[config.mk]
export PLATFORM = sky130hd
export DESIGN_NAME = nes_pad_reader
export DESIGN_NICKNAME = d
export VERILOG_FILES = /design/src/rtl/nes_pad_reader_pkg.sv /design/src/rtl/nes_pad_reader_tick_timer.sv /design/src/rtl/nes_pad_reader.sv
export SDC_FILE = /design/constraint.sdc
export NUM_CORES = 1
export LEC_CHECK = 0
export CORE_MARGIN = 1.5
export CORE_UTILIZATION = 35
export DETAILED_ROUTE_END_ITERATION = 6
export PLACE_DENSITY = 0.54
export RECOVER_POWER = 25
export SLEW_MARGIN = 30
export SYNTH_ARGS = -nofsm -noshare
export SYNTH_HDL_FRONTEND = slang
export SYNTH_SLANG_ARGS = --single-unit
[constraint.sdc]
create_clock -name inputclk -period 2.6 [get_ports inputclk]
set_input_delay 0.52 -clock inputclk [delete_from_list [all_inputs] [get_ports inputclk]]
set_output_delay 0.52 -clock inputclk [all_outputs]
set_load 0.1 [all_outputs]
[src/rtl/nes_pad_reader_pkg.sv]
// ---------------------------------------------------------------------------
// nes_pkg
// Shared definitions for the NES controller reader:
//   - bit positions of each button inside the 8-bit button word
//   - FSM state encoding used by nes_pad_reader
// ---------------------------------------------------------------------------
package nes_pkg;

    // Button positions, in the order the pad shifts them out (A first).
    localparam int BTN_A      = 0;
    localparam int BTN_B      = 1;
    localparam int BTN_SELECT = 2;
    localparam int BTN_START  = 3;
    localparam int BTN_UP     = 4;
    localparam int BTN_DOWN   = 5;
    localparam int BTN_LEFT   = 6;
    localparam int BTN_RIGHT  = 7;

    localparam int NUM_BUTTONS = 8;

    typedef enum logic [2:0] {
        IDLE  = 3'd0,
        LATCH = 3'd1,
        LOW   = 3'd2,
        HIGH  = 3'd3,
        DONE  = 3'd4
    } state_e;

endpackage : nes_pkg

[src/rtl/nes_pad_reader_tick_timer.sv]
// ---------------------------------------------------------------------------
// nes_tick_timer
// Loadable down-counter that times each protocol phase.
//   clk      : system clock
//   srst     : synchronous active-high reset (count cleared)
//   load     : load load_val this cycle (has priority over counting)
//   load_val : phase length minus one
//   tc       : terminal count, high while the count is zero, i.e. on the
//              last cycle of the phase that was loaded
// A phase of N cycles is obtained by loading N-1 on the cycle before the
// phase starts; the counter then sits at zero (tc) on the phase's last cycle.
// ---------------------------------------------------------------------------
module nes_tick_timer #(
    parameter int WIDTH = 8
) (
    input  logic             clk,
    input  logic             srst,
    input  logic             load,
    input  logic [WIDTH-1:0] load_val,
    output logic             tc
);

    logic [WIDTH-1:0] count_q;
    logic [WIDTH-1:0] count_d;

    always_comb begin
        count_d = count_q;
        if (load) begin
            count_d = load_val;
        end else if (count_q != '0) begin
            count_d = count_q - 1'b1;
        end
    end

    always_ff @(posedge clk) begin
        if (srst) begin
            count_q <= '0;
        end else begin
            count_q <= count_d;
        end
    end

    assign tc = (count_q == '0);

endmodule : nes_tick_timer

[src/rtl/nes_pad_reader.sv]
// ---------------------------------------------------------------------------
// nes_pad_reader
// Runs one serial read of an NES pad per accepted start request and
// publishes the result as an active-high 8-button word.
//   inputclk  : system clock
//   reset     : synchronous active-high reset, aborts any read in progress
//   start     : one-cycle read request, honoured only while idle
//   pad_data  : serial data from the pad (active-low, asynchronous)
//   pad_latch : latch pulse to the pad
//   pad_clk   : shift clock to the pad
//   buttons   : last complete button word ([0]=A ... [7]=Right)
//   up/down/left/right : aliases of buttons[4..7]
//   valid     : one-cycle pulse on the cycle buttons updates
//   busy      : read in progress
// Read timing: latch high for LATCH_TICKS*TICK cycles, then eight
// low/high pad_clk periods of TICK cycles each; a bit is sampled on the
// last cycle of every low half, so the pad has had a full half-period to
// settle after the preceding rising edge.
// ---------------------------------------------------------------------------
module nes_pad_reader
    import nes_pkg::*;
#(
    parameter int TICK        = 300,
    parameter int LATCH_TICKS = 2
) (
    input  logic       inputclk,
    input  logic       reset,
    input  logic       start,
    input  logic       pad_data,
    output logic       pad_latch,
    output logic       pad_clk,
    output logic [7:0] buttons,
    output logic       up,
    output logic       down,
    output logic       left,
    output logic       right,
    output logic       valid,
    output logic       busy
);

    localparam int LATCH_CYCLES = LATCH_TICKS * TICK;
    // The latch phase is the longest phase, so it sizes the timer.
    localparam int CNT_W = (LATCH_CYCLES > 1) ? $clog2(LATCH_CYCLES) : 1;
    localparam logic [CNT_W-1:0] LATCH_LOAD = CNT_W'(LATCH_CYCLES - 1);
    localparam logic [CNT_W-1:0] TICK_LOAD  = CNT_W'(TICK - 1);

    // ------------------------------------------------------------------
    // Two-flop synchronizer for the asynchronous pad data line. Resets to
    // the line's idle (released) level.
    // ------------------------------------------------------------------
    logic pad_meta_q;
    logic pad_sync_q;

    always_ff @(posedge inputclk) begin
        if (reset) begin
            pad_meta_q <= 1'b1;
            pad_sync_q <= 1'b1;
        end else begin
            pad_meta_q <= pad_data;
            pad_sync_q <= pad_meta_q;
        end
    end

    // ------------------------------------------------------------------
    // Phase timer
    // ------------------------------------------------------------------
    logic             tmr_load;
    logic [CNT_W-1:0] tmr_val;
    logic             tmr_tc;

    nes_tick_timer #(
        .WIDTH (CNT_W)
    ) u_tick_timer (
        .clk      (inputclk),
        .srst     (reset),
        .load     (tmr_load),
        .load_val (tmr_val),
        .tc       (tmr_tc)
    );

    // ------------------------------------------------------------------
    // Sequencer state and registered outputs
    // ------------------------------------------------------------------
    state_e     state_q,     state_d;
    logic       pad_latch_q, pad_latch_d;
    logic       pad_clk_q,   pad_clk_d;
    logic [7:0] buttons_q,   buttons_d;
    logic       valid_q,     valid_d;
    logic       busy_q,      busy_d;
    logic [2:0] bit_idx_q,   bit_idx_d;
    logic [7:0] shift_q,     shift_d;

    always_comb begin
        state_d     = state_q;
        pad_latch_d = pad_latch_q;
        pad_clk_d   = pad_clk_q;
        buttons_d   = buttons_q;
        valid_d     = 1'b0;
        busy_d      = busy_q;
        bit_idx_d   = bit_idx_q;
        shift_d     = shift_q;
        tmr_load    = 1'b0;
        tmr_val     = TICK_LOAD;

        unique case (state_q)
            IDLE: begin
                if (start) begin
                    state_d     = LATCH;
                    pad_latch_d = 1'b1;
                    busy_d      = 1'b1;
                    tmr_load    = 1'b1;
                    tmr_val     = LATCH_LOAD;
                end
            end

            LATCH: begin
                if (tmr_tc) begin
                    state_d     = LOW;
                    pad_latch_d = 1'b0;
                    bit_idx_d   = 3'd0;
                    tmr_load    = 1'b1;
                end
            end

            LOW: begin
                if (tmr_tc) begin
                    // Pad data is active-low; store pressed as 1.
                    shift_d[bit_idx_q] = ~pad_sync_q;
                    state_d            = HIGH;
                    pad_clk_d          = 1'b1;
                    tmr_load           = 1'b1;
                end
            end

            HIGH: begin
                if (tmr_tc) begin
                    pad_clk_d = 1'b0;
                    if (bit_idx_q == 3'd7) begin
                        // Outputs of the DONE cycle are set up here so that
                        // they appear, registered, exactly in that cycle.
                        state_d   = DONE;
                        buttons_d = shift_q;
                        valid_d   = 1'b1;
                        busy_d    = 1'b0;
                    end else begin
                        state_d   = LOW;
                        bit_idx_d = bit_idx_q + 3'd1;
                        tmr_load  = 1'b1;
                    end
                end
            end

            DONE: begin
                // A start seen here is dropped; only IDLE accepts requests.
                state_d = IDLE;
            end

            default: begin
                state_d     = IDLE;
                pad_latch_d = 1'b0;
                pad_clk_d   = 1'b0;
                busy_d      = 1'b0;
            end
        endcase
    end

    always_ff @(posedge inputclk) begin
        if (reset) begin
            state_q     <= IDLE;
            pad_latch_q <= 1'b0;
            pad_clk_q   <= 1'b0;
            buttons_q   <= 8'h00;
            valid_q     <= 1'b0;
            busy_q      <= 1'b0;
            bit_idx_q   <= 3'd0;
            shift_q     <= 8'h00;
        end else begin
            state_q     <= state_d;
            pad_latch_q <= pad_latch_d;
            pad_clk_q   <= pad_clk_d;
            buttons_q   <= buttons_d;
            valid_q     <= valid_d;
            busy_q      <= busy_d;
            bit_idx_q   <= bit_idx_d;
            shift_q     <= shift_d;
        end
    end

    assign pad_latch = pad_latch_q;
    assign pad_clk   = pad_clk_q;
    assign buttons   = buttons_q;
    assign valid     = valid_q;
    assign busy      = busy_q;

    assign up    = buttons_q[BTN_UP];
    assign down  = buttons_q[BTN_DOWN];
    assign left  = buttons_q[BTN_LEFT];
    assign right = buttons_q[BTN_RIGHT];

endmodule : nes_pad_reader
Word level (Yosys, flattened, before mapping)
Cells that the tools add are included.
{ "word_totals": {"elab_cells": 81, "mem_bits_ro": 0, "latchBits": 0, "ram_bits": 0, "input_bits": 4, "regBits": 38, "output_inout_bits": 16, "mem_count": 0} }
{ "classes": {"mux": 31, "multipliers": 0, "shifts": 0, "order_cmp": 2, "n_eq_ne": 11, "n_reduce_logical": 18, "div": 0, "bitwise": 6, "add_sub_neg": 2} }
{ "ops": {"columns": ["operator", "count"], "rows": [
  ["$mux 10", 4],
  ["$mux 3", 8],
  ["$ne 2x2->1 const B", 6],
  ["$pmux 1 s3", 4],
  ["$pmux 3 s4", 1],
  ["$reduce_and 4->1", 3],
  ["$reduce_or 3->1", 4],
  ["$mux 1", 11],
  ["$logic_not 10->1", 1],
  ["$reduce_bool 10->1", 1],
  ["$sub 10x1->10 const B", 1],
  ["$reduce_and 3->1", 3],
  ["$bwmux 8", 1],
  ["$eq 3x2->1 const B", 2],
  ["$eq 3x3->1 const B", 2],
  ["$not 1->1", 6],
  ["$pmux 3 s2", 1],
  ["$lt 3x4->1 const B", 1],
  ["$reduce_bool 2->1", 2],
  ["$add 3x1->3 const B", 1],
  ["$demux 1 s3", 1],
  ["$eq 3x1->1 const B", 1],
  ["$ge 3x1->1 const B", 1],
  ["$logic_not 3->1", 1],
  ["other kinds (3)", 3]
]} }

Longest topological paths before layout
Gate-level depths: netlist of run 1.
{ "depth": {"depth_word": 5, "mapped_depth": 8, "depth_no_buf": 6} }

Modules after synthesis
Synthesis of run 1 repeated with hierarchy kept, for this count alone.
{ "unflattened": {"cells_unflattened": 211, "hier_area_um2": 1888.1} }
{ "by_module_without_submodules": {"columns": ["module", "area_per_inst_um2", "n_inst", "cells_each", "seq_area_each_um2"], "rows": [
  ["nes_pad_reader", 1275.0, 1, 138, 560.5],
  ["nes_tick_timer", 613.1, 1, 73, 200.2]
]} }

Worst setup path after synthesis of run 1
No wires, ideal clock.
{ "synth_timing": {"kind": "input port to flip-flop", "from": "in bit_idx_q[1]", "to": "reg bit_idx_q[0]", "arrival_ns": 1.856, "slack_ns": 0.673, "n_path_buf": 0, "path_stages": 7, "setup_time_ns": 0.070, "required_ns": 2.530, "cell_sequence": "dfxtp_1 -> ha_1 -> ha_1 -> and2_1 -> or3b_2 -> or4_1 -> a21oi_1"} }
{ "synth_via": {"elab_chain_cells": 3} }
{ "synth_rtl": {"columns": ["item", "line", "text"], "rows": [
  ["start, declared", "nes_pad_reader.sv:90", "logic [2:0] bit_idx_q, bit_idx_d;"],
  ["$eq 3x3->1", "nes_pad_reader.sv:138", "if (bit_idx_q == 3'd7) begin"],
  ["$ne 2x2->1 (no source line)", null, null],
  ["$reduce_and 4->1 (no source line)", null, null]
]} }
No other way between the ends.
A chain may end at the register's enable or synchronous reset.

Final worst setup path of run 1
{ "layout_timing": {"from": "in bit_idx_q[1]", "to": "reg bit_idx_q[2]"} }
{ "layout_via": {"elab_chain_cells": 4, "word_cells_on_any_way": 7, "classes_between": "add/sub: 1; eq/ne: 2; mux: 3; reduce/logical: 1"} }
{ "layout_rtl": {"columns": ["item", "line", "text"], "rows": [
  ["$add 3x1->3", "nes_pad_reader.sv:147", "bit_idx_d = bit_idx_q + 3'd1;"],
  ["$mux 3", "nes_pad_reader.sv:138", null],
  ["$mux 3", "nes_pad_reader.sv:136", "if (tmr_tc) begin"],
  ["$pmux 3 s2", "nes_pad_reader.sv:105", "unique case (state_q)"]
]} }
Parallel ways exist; a longest one is shown, timed or not. The select of a mux whose other input is x is not followed.

==> results of run 1 <==
==> Yosys cell counts, drive strengths merged (2+ instances only) <==
cell	count	area [sq um]
nand4	3	18.8
a31oi	4	25.0
nor2b	5	31.3
mux2i	10	100
inv	4	15.0
and3	2	13.8
nor4	3	18.8
ha	3	37.5
clkbuf	7	26.3
a21oi	20	100
or3	6	37.5
nand3	3	20.0
or4	3	26.3
buf	7	51.3
nor3	7	46.3
dfxtp	38	761
or2	4	25.0
nand2	6	22.5
nand3b	4	30.0
o21ai	14	70.1
a2111oi	2	17.5
nor4b	4	50.1
nand2b	5	31.3
a211oi	2	15.0
nor2	16	60.1
==> area by class of cell <==
class	count	share of cell area, %
clock buffer	5	3.33
clock inverter	3	2.18
inverter	4	0.726
multi-input combinational	142	45.2
sequential	38	36.8
tap	67	4.05
timing repair buffer	26	7.80
==> per-layer routing <==
metal	routed length, um	GRT usage, %	up-vias
met5	0	0	-
met4	65	5.25	0
met3	160	4.61	9
met2	1750	23.2	34
met1	1750	18.2	721
li1	-	-	767
==> path summary, 6_finish.rpt <==
| check | end | slack [ns] | depth (start not counted) |
|---|---|---|---|
| max | bit_idx_q[2]$_SDFFE_PP0P_ | 0.51 | 6 |
| min | pad_sync_q$_SDFF_PP1_ | 0.41 | 1 |
| max reg2reg | bit_idx_q[2]$_SDFFE_PP0P_ | 0.51 | 6 |
| min reg2reg | pad_sync_q$_SDFF_PP1_ | 0.41 | 1 |
==> cells by family after synthesis <==
family          count (synthesis)  share of synthesized area, %
simple gates                   76                          26.5
compound gates                 51                          16.9
flops                          38                          42.5
buf+inv                        18                          5.18
mux                            11                          6.23
fa+ha+maj                       3                          2.10
xor+xnor                        1                         0.490
==> power groups by stage <==
stage	Sequential [mW]	Combinational (mW)	Clock (mW)
after floorplan	0.707	0.232	0
after global placement	0.692	0.320	0
after detailed placement	0.694	0.324	0
after CTS	0.681	0.325	0.528
after global routing	0.687	0.351	0.552
final	0.681	0.319	0.509
==> sequential cells by signal (all words and copies together), names as in the netlist, 3 cells and up <==
signal	cells
u_tick_timer.count_q	10
buttons	8
bit_idx_q	3
shift_q	8
state_q	3
==> out/qor.yml, run 1 <==
drt:
  wire_per_inst_um: 13.1
  viasPerCell: 5.37
  routed_wl_mm: 3.73
  drcViolationCount: 0
  firstDrtPassIters: 4
  detail-route-antenna-nets: 0
  vias: 1531
  drt_iter0_markers: 75
clock_tree:
  insertion_delay_ns: 0.29
  cts-resized-gates: 0
  cts_tree: "yes"
  cts_buffers: 5
  cts_buffer_depth: 2
  cts_sinks: 38
  cts_hold_buf: 0
  cts.clk_slew.worst_paths_ns: 0.08
  htreeDepth: 2
  cts_root_buf: "clkbuf_8"
  cts_setup_buffers: 0
power_and_ir_drop:
  clock_power_share_pct: 33.7
  p_int_mw: 1.04
  power_mw: 1.51
  power_frac_comb_pct: 21.1
  switching_share_pct: 31.1
  power.density_nw_per_um2: 730
  switching_power_uw: 470
  seqPwrFrac_pct: 45.1
  ir_drop_mv: 0.310
  p_leak_nw: 0.752
synth:
  synth_nets: 205
  yosysSeqAreaShare_pct: 42.5
  synth_seq_cells: 38
  syn_inst: 198
  ys.flop_type: "dfxtp_1"
  synthArstFlopShare_pct: 0
  avgSynthCellArea_sq_um: 9.03
  synth_area_sq_um: 1790
  synth_cell_types: 48
  yosys_warnings: 0
  synth_edf_count: 0
run:
  maxCapViolations: 0
run_status:
  status: "complete, no violations"
floorplan:
  core-area_sq_um: 4820
  initial_core_util_pct: 37.1
  ios: 20
  die_area_sq_um: 5550
  die_w_um: 74.5
  die_h_um: 74.5
  rows: 25
timing:
  fin_ws_ns: 0.514
  drv_slew: 0
  post-route-min-period_ns: 2.09
  worst-slew-pin-transition_ns: 1.17
  finalHoldViolations: 0
  holdWs_ns: 0.412
  grt_setup_unrepaired: "no"
  max_freq_mhz: 479
  skew_ns: 0.00538
  setup_violations: 0
  finalSetupTns_ns: 0
  max_slew_margin_pct: 22.3
  period_share_pct: 80.2
placed_design:
  dp_slack_ns: 0.545
  finalWeightedCongestion: 0.825
  dpl-instance-area_sq_um: 2000
  hpwl_mm: 2.61
  place_inst: 277
  port_buffers: 19
layout:
  drive_above_1_share_pct: 14.7
  final_common_cell: "dfxtp_1"
  fillers: 507
  postLayoutCellArea_sq_um: 2070
  diodes: 0
  area_delta_synth_final_pct: 15.7
  fin_nets: 224
  multi_input_area_sq_um: 935
  final_cell_mix: "dfxtp_1 (38), a21oi_1 (20), nor2_1 (16)"
  final-seq-area_sq_um: 761
  finalNonFillerCells: 285
  final_util_pct: 43.0
critical_path:
  crit_buf_inv: 0
  worstReg2RegStart: "bit_idx_q[1]$_SDFFE_PP0P_"
  crit_top_cell: "ha_1"
  crit_arrival_ns: 2.31
  cp_slowest_stage_delay_ns: 0.49
  timing_worst_setup_path_type: "reg -> reg"
  endpoint_kind: "flip-flop"
  cp_top_family: "simple AND/OR/NAND/NOR gates"
  worstSetupStartpoint: "bit_idx_q[1]$_SDFFE_PP0P_"
  crit_path_cell_trace: "ha_1, ha_1, and2_1, or3b_2, or4_1, a21oi_1"
  crit_fanout: 7
  cp.required_ns: 2.83
  start_kind: "flip-flop"
  slowest_stage: "or3b_2"
global_route:
  antenna_found_initial: 0
  grt_max_degree: 17
  grt.total_usage_pct: 14.4
  grt_pass1_vias: 1331
  grt-ovfl-total: 0
  grt_pass1_wl_mm: 6.11
worst_hold_path:
  worstHoldPathType: "reg -> reg"
  min-delay-start: "pad_meta_q$_SDFF_PP1_"
No activity file was read; power rests on OpenSTA's default activity.
==> inputs of run 2 (changes only) <==
PLACE_DENSITY = 0.56   (was 0.54)
clock period = 1.8 ns   (was 2.6 ns; I/O delays follow)
==> out/qor.yml, run 2 (same netlist as run 1, synthesis figures left out) <==
power_and_ir_drop:
  p_int_mw: 1.85  # +78%
  power_frac_comb_pct: 27.4  # +6.3 points
  p_leak_nw: 1.01  # +35%
  power.density_nw_per_um2: 992  # +36%
  seqPwrFrac_pct: 37.9  # -7.2 points
  ir_drop_mv: 0.537  # +73%
  switching_share_pct: 28.4  # -2.7 points
  switching_power_uw: 734  # +56%
  clock_power_share_pct: 34.7  # +1.0 points
layout:
  diodes: 0  # unchanged
  final-seq-area_sq_um: 766  # +0.66%
  fin_nets: 251  # +12%
  drive_above_1_share_pct: 39.2  # +25 points
  postLayoutCellArea_sq_um: 2600  # +26%
  final_common_cell: "dfxtp_1"
  top_register: "u_tick_timer.count_q"
  fillers: 455  # -10%
  multi_input_area_sq_um: 1040  # +12%
  final_cell_mix: "dfxtp_1 (34), buf_4 (29), nor2_1 (16)"
  largest_reg_flops: 10  # unchanged
  area_delta_synth_final_pct: 45.6
  final_util_pct: 54.1  # +11 points
critical_path:
  cp_slowest_stage_delay_ns: 0.42  # -0.07 ns
  start_kind: "flip-flop"
  crit_arrival_ns: 2.04  # -0.27 ns
  endpoint_kind: "flip-flop"
  cp_top_family: "simple AND/OR/NAND/NOR gates"
  crit_path_cell_trace: "ha_2, ha_2, and2_4, or3b_4, or4_4, a21oi_2"
  crit_top_cell: "ha_2"
  slowest_stage: "or4_4"
  crit_buf_inv: 0  # unchanged
  r2r_slack_ns: -0.01  # -0.53 ns
  timing_worst_setup_path_type: "reg -> reg"
  cp.required_ns: 2.03  # -0.80 ns
  crit_fanout: 3  # -4
floorplan:
  die_w_um: 74.5  # unchanged
  die_area_sq_um: 5550  # unchanged
  die_h_um: 74.5  # unchanged
  ios: 20  # unchanged
  rows: 25  # unchanged
  core-area_sq_um: 4820  # unchanged
  initial_core_util_pct: 37.1  # unchanged
timing:
  period_share_pct: 101  # +21 points
  worst-slew-pin-transition_ns: 0.543  # -0.627 ns
  holdWs_ns: 0.413  # +0.00135 ns
  max_slew_margin_pct: 64.0  # +42 points
  post-route-min-period_ns: 1.81  # -0.272 ns
  finalSetupTns_ns: -0.0270  # -0.0270 ns
  skew_ns: 0.00742  # +0.00204 ns
  max_freq_mhz: 551  # +15%
  fin_ws_ns: -0.0140  # -0.528 ns
  drv_slew: 0  # unchanged
  setup_violations: 2  # +2
  grt_setup_unrepaired: "yes"
  finalHoldViolations: 0  # unchanged
global_route:
  grt-ovfl-total: 0  # unchanged
  grt_max_degree: 26  # +9
  grt_pass1_wl_mm: 6.71  # +9.8%
  grt_pass1_vias: 1520  # +14%
  antenna_found_initial: 0  # unchanged
  grt.total_usage_pct: 15.7  # +1.3 points
drt:
  drt_iter0_markers: 78  # +4.0%
  firstDrtPassIters: 4  # unchanged
  wire_per_inst_um: 13.1  # +0.36%
  drcViolationCount: 0  # unchanged
  vias: 1593  # +4.0%
  detail-route-antenna-nets: 0  # unchanged
  viasPerCell: 5.11  # -5.0%
  routed_wl_mm: 4.10  # +9.9%
placed_design:
  hpwl_mm: 2.76  # +5.9%
  dpl-instance-area_sq_um: 2370  # +19%
  finalWeightedCongestion: 0.785  # -4.8%
  port_buffers: 19  # unchanged
clock_tree:
  cts_tree: "yes"
  cts_sinks: 38  # unchanged
  cts_buffer_depth: 2  # unchanged
  cts_buffers: 5  # unchanged
  cts.clk_slew.worst_paths_ns: 0.08  # about the same
  insertion_delay_ns: 0.29  # about the same
  cts_root_buf: "clkbuf_8"
  cts_hold_buf: 0  # unchanged
  htreeDepth: 2  # unchanged
run:
  maxCapViolations: 0  # unchanged
worst_hold_path:
  worstHoldPathType: "reg -> reg"
run_status:
  violations: "negative setup slack"
  status: "finished, violations left"
==> run 2: cell type report <==
class,count,share of cell area (%)
Inverter,4,0.577
Sequential cell,38,29.4
Clock buffer,6,3.17
Multi-Input combinational cell,142,40.0
Clock inverter,2,2.31
Timing Repair Buffer,53,21.3
Tap cell,67,3.22
==> run 2: routing by layer <==
| layer | vias to the layer above | wire length, um | GRT usage (%) | share of wire, % |
|---|---|---|---|---|
| met4 | 0 | 52 | 6.06 | 1.3 |
| met2 | 18 | 1870 | 24.7 | 46 |
| met1 | 749 | 2040 | 21.0 | 50 |
| met5 | - | 0 | 0 | 0 |
| li1 | 821 | - | - | - |
| met3 | 5 | 137 | 3.66 | 3.3 |
==> run 2: worst paths after layout <==
kind | cells past startpoint | from | endpoint
setup / recovery | 6 | bit_idx_q[0]$_SDFFE_PP0P_ | bit_idx_q[2]$_SDFFE_PP0P_
hold / removal | 1 | pad_meta_q$_SDFF_PP1_ | pad_sync_q$_SDFF_PP1_
setup reg to reg | 6 | bit_idx_q[0]$_SDFFE_PP0P_ | bit_idx_q[2]$_SDFFE_PP0P_
hold reg to reg | 1 | pad_meta_q$_SDFF_PP1_ | pad_sync_q$_SDFF_PP1_
==> run 2: stage by stage <==
| stage | power, mW | setup slack (ns) | cells |
|---|---|---|---|
| after global routing | 2.71 | -0.0822 | 312 |
| after global placement | 1.58 | 0.00405 | 296 |
| after floorplan | 1.36 | -0.0117 | 198 |
| after CTS | 2.50 | -0.0409 | 307 |
| after detailed placement | 1.58 | -0.0418 | 296 |
| final | 2.58 | -0.0140 | 312 |
==> run 2: what timing repair did <==
item                                    4_1_cts  5_1_grt
pin swaps                                     3       11
setup buffers                                 3        4
resized for setup                             4       28
gates cloned                                  0        1
endpoints found under the setup margin        7       19
==> run 2: power by group through the flow <==
stage	combinational, mW	sequential, mW	clock (mW)
final	0.708	0.978	0.897
after global routing	0.765	0.989	0.960
after CTS	0.604	0.974	0.922
after detailed placement	0.588	0.993	0
after global placement	0.585	0.991	0
after floorplan	0.337	1.02	0
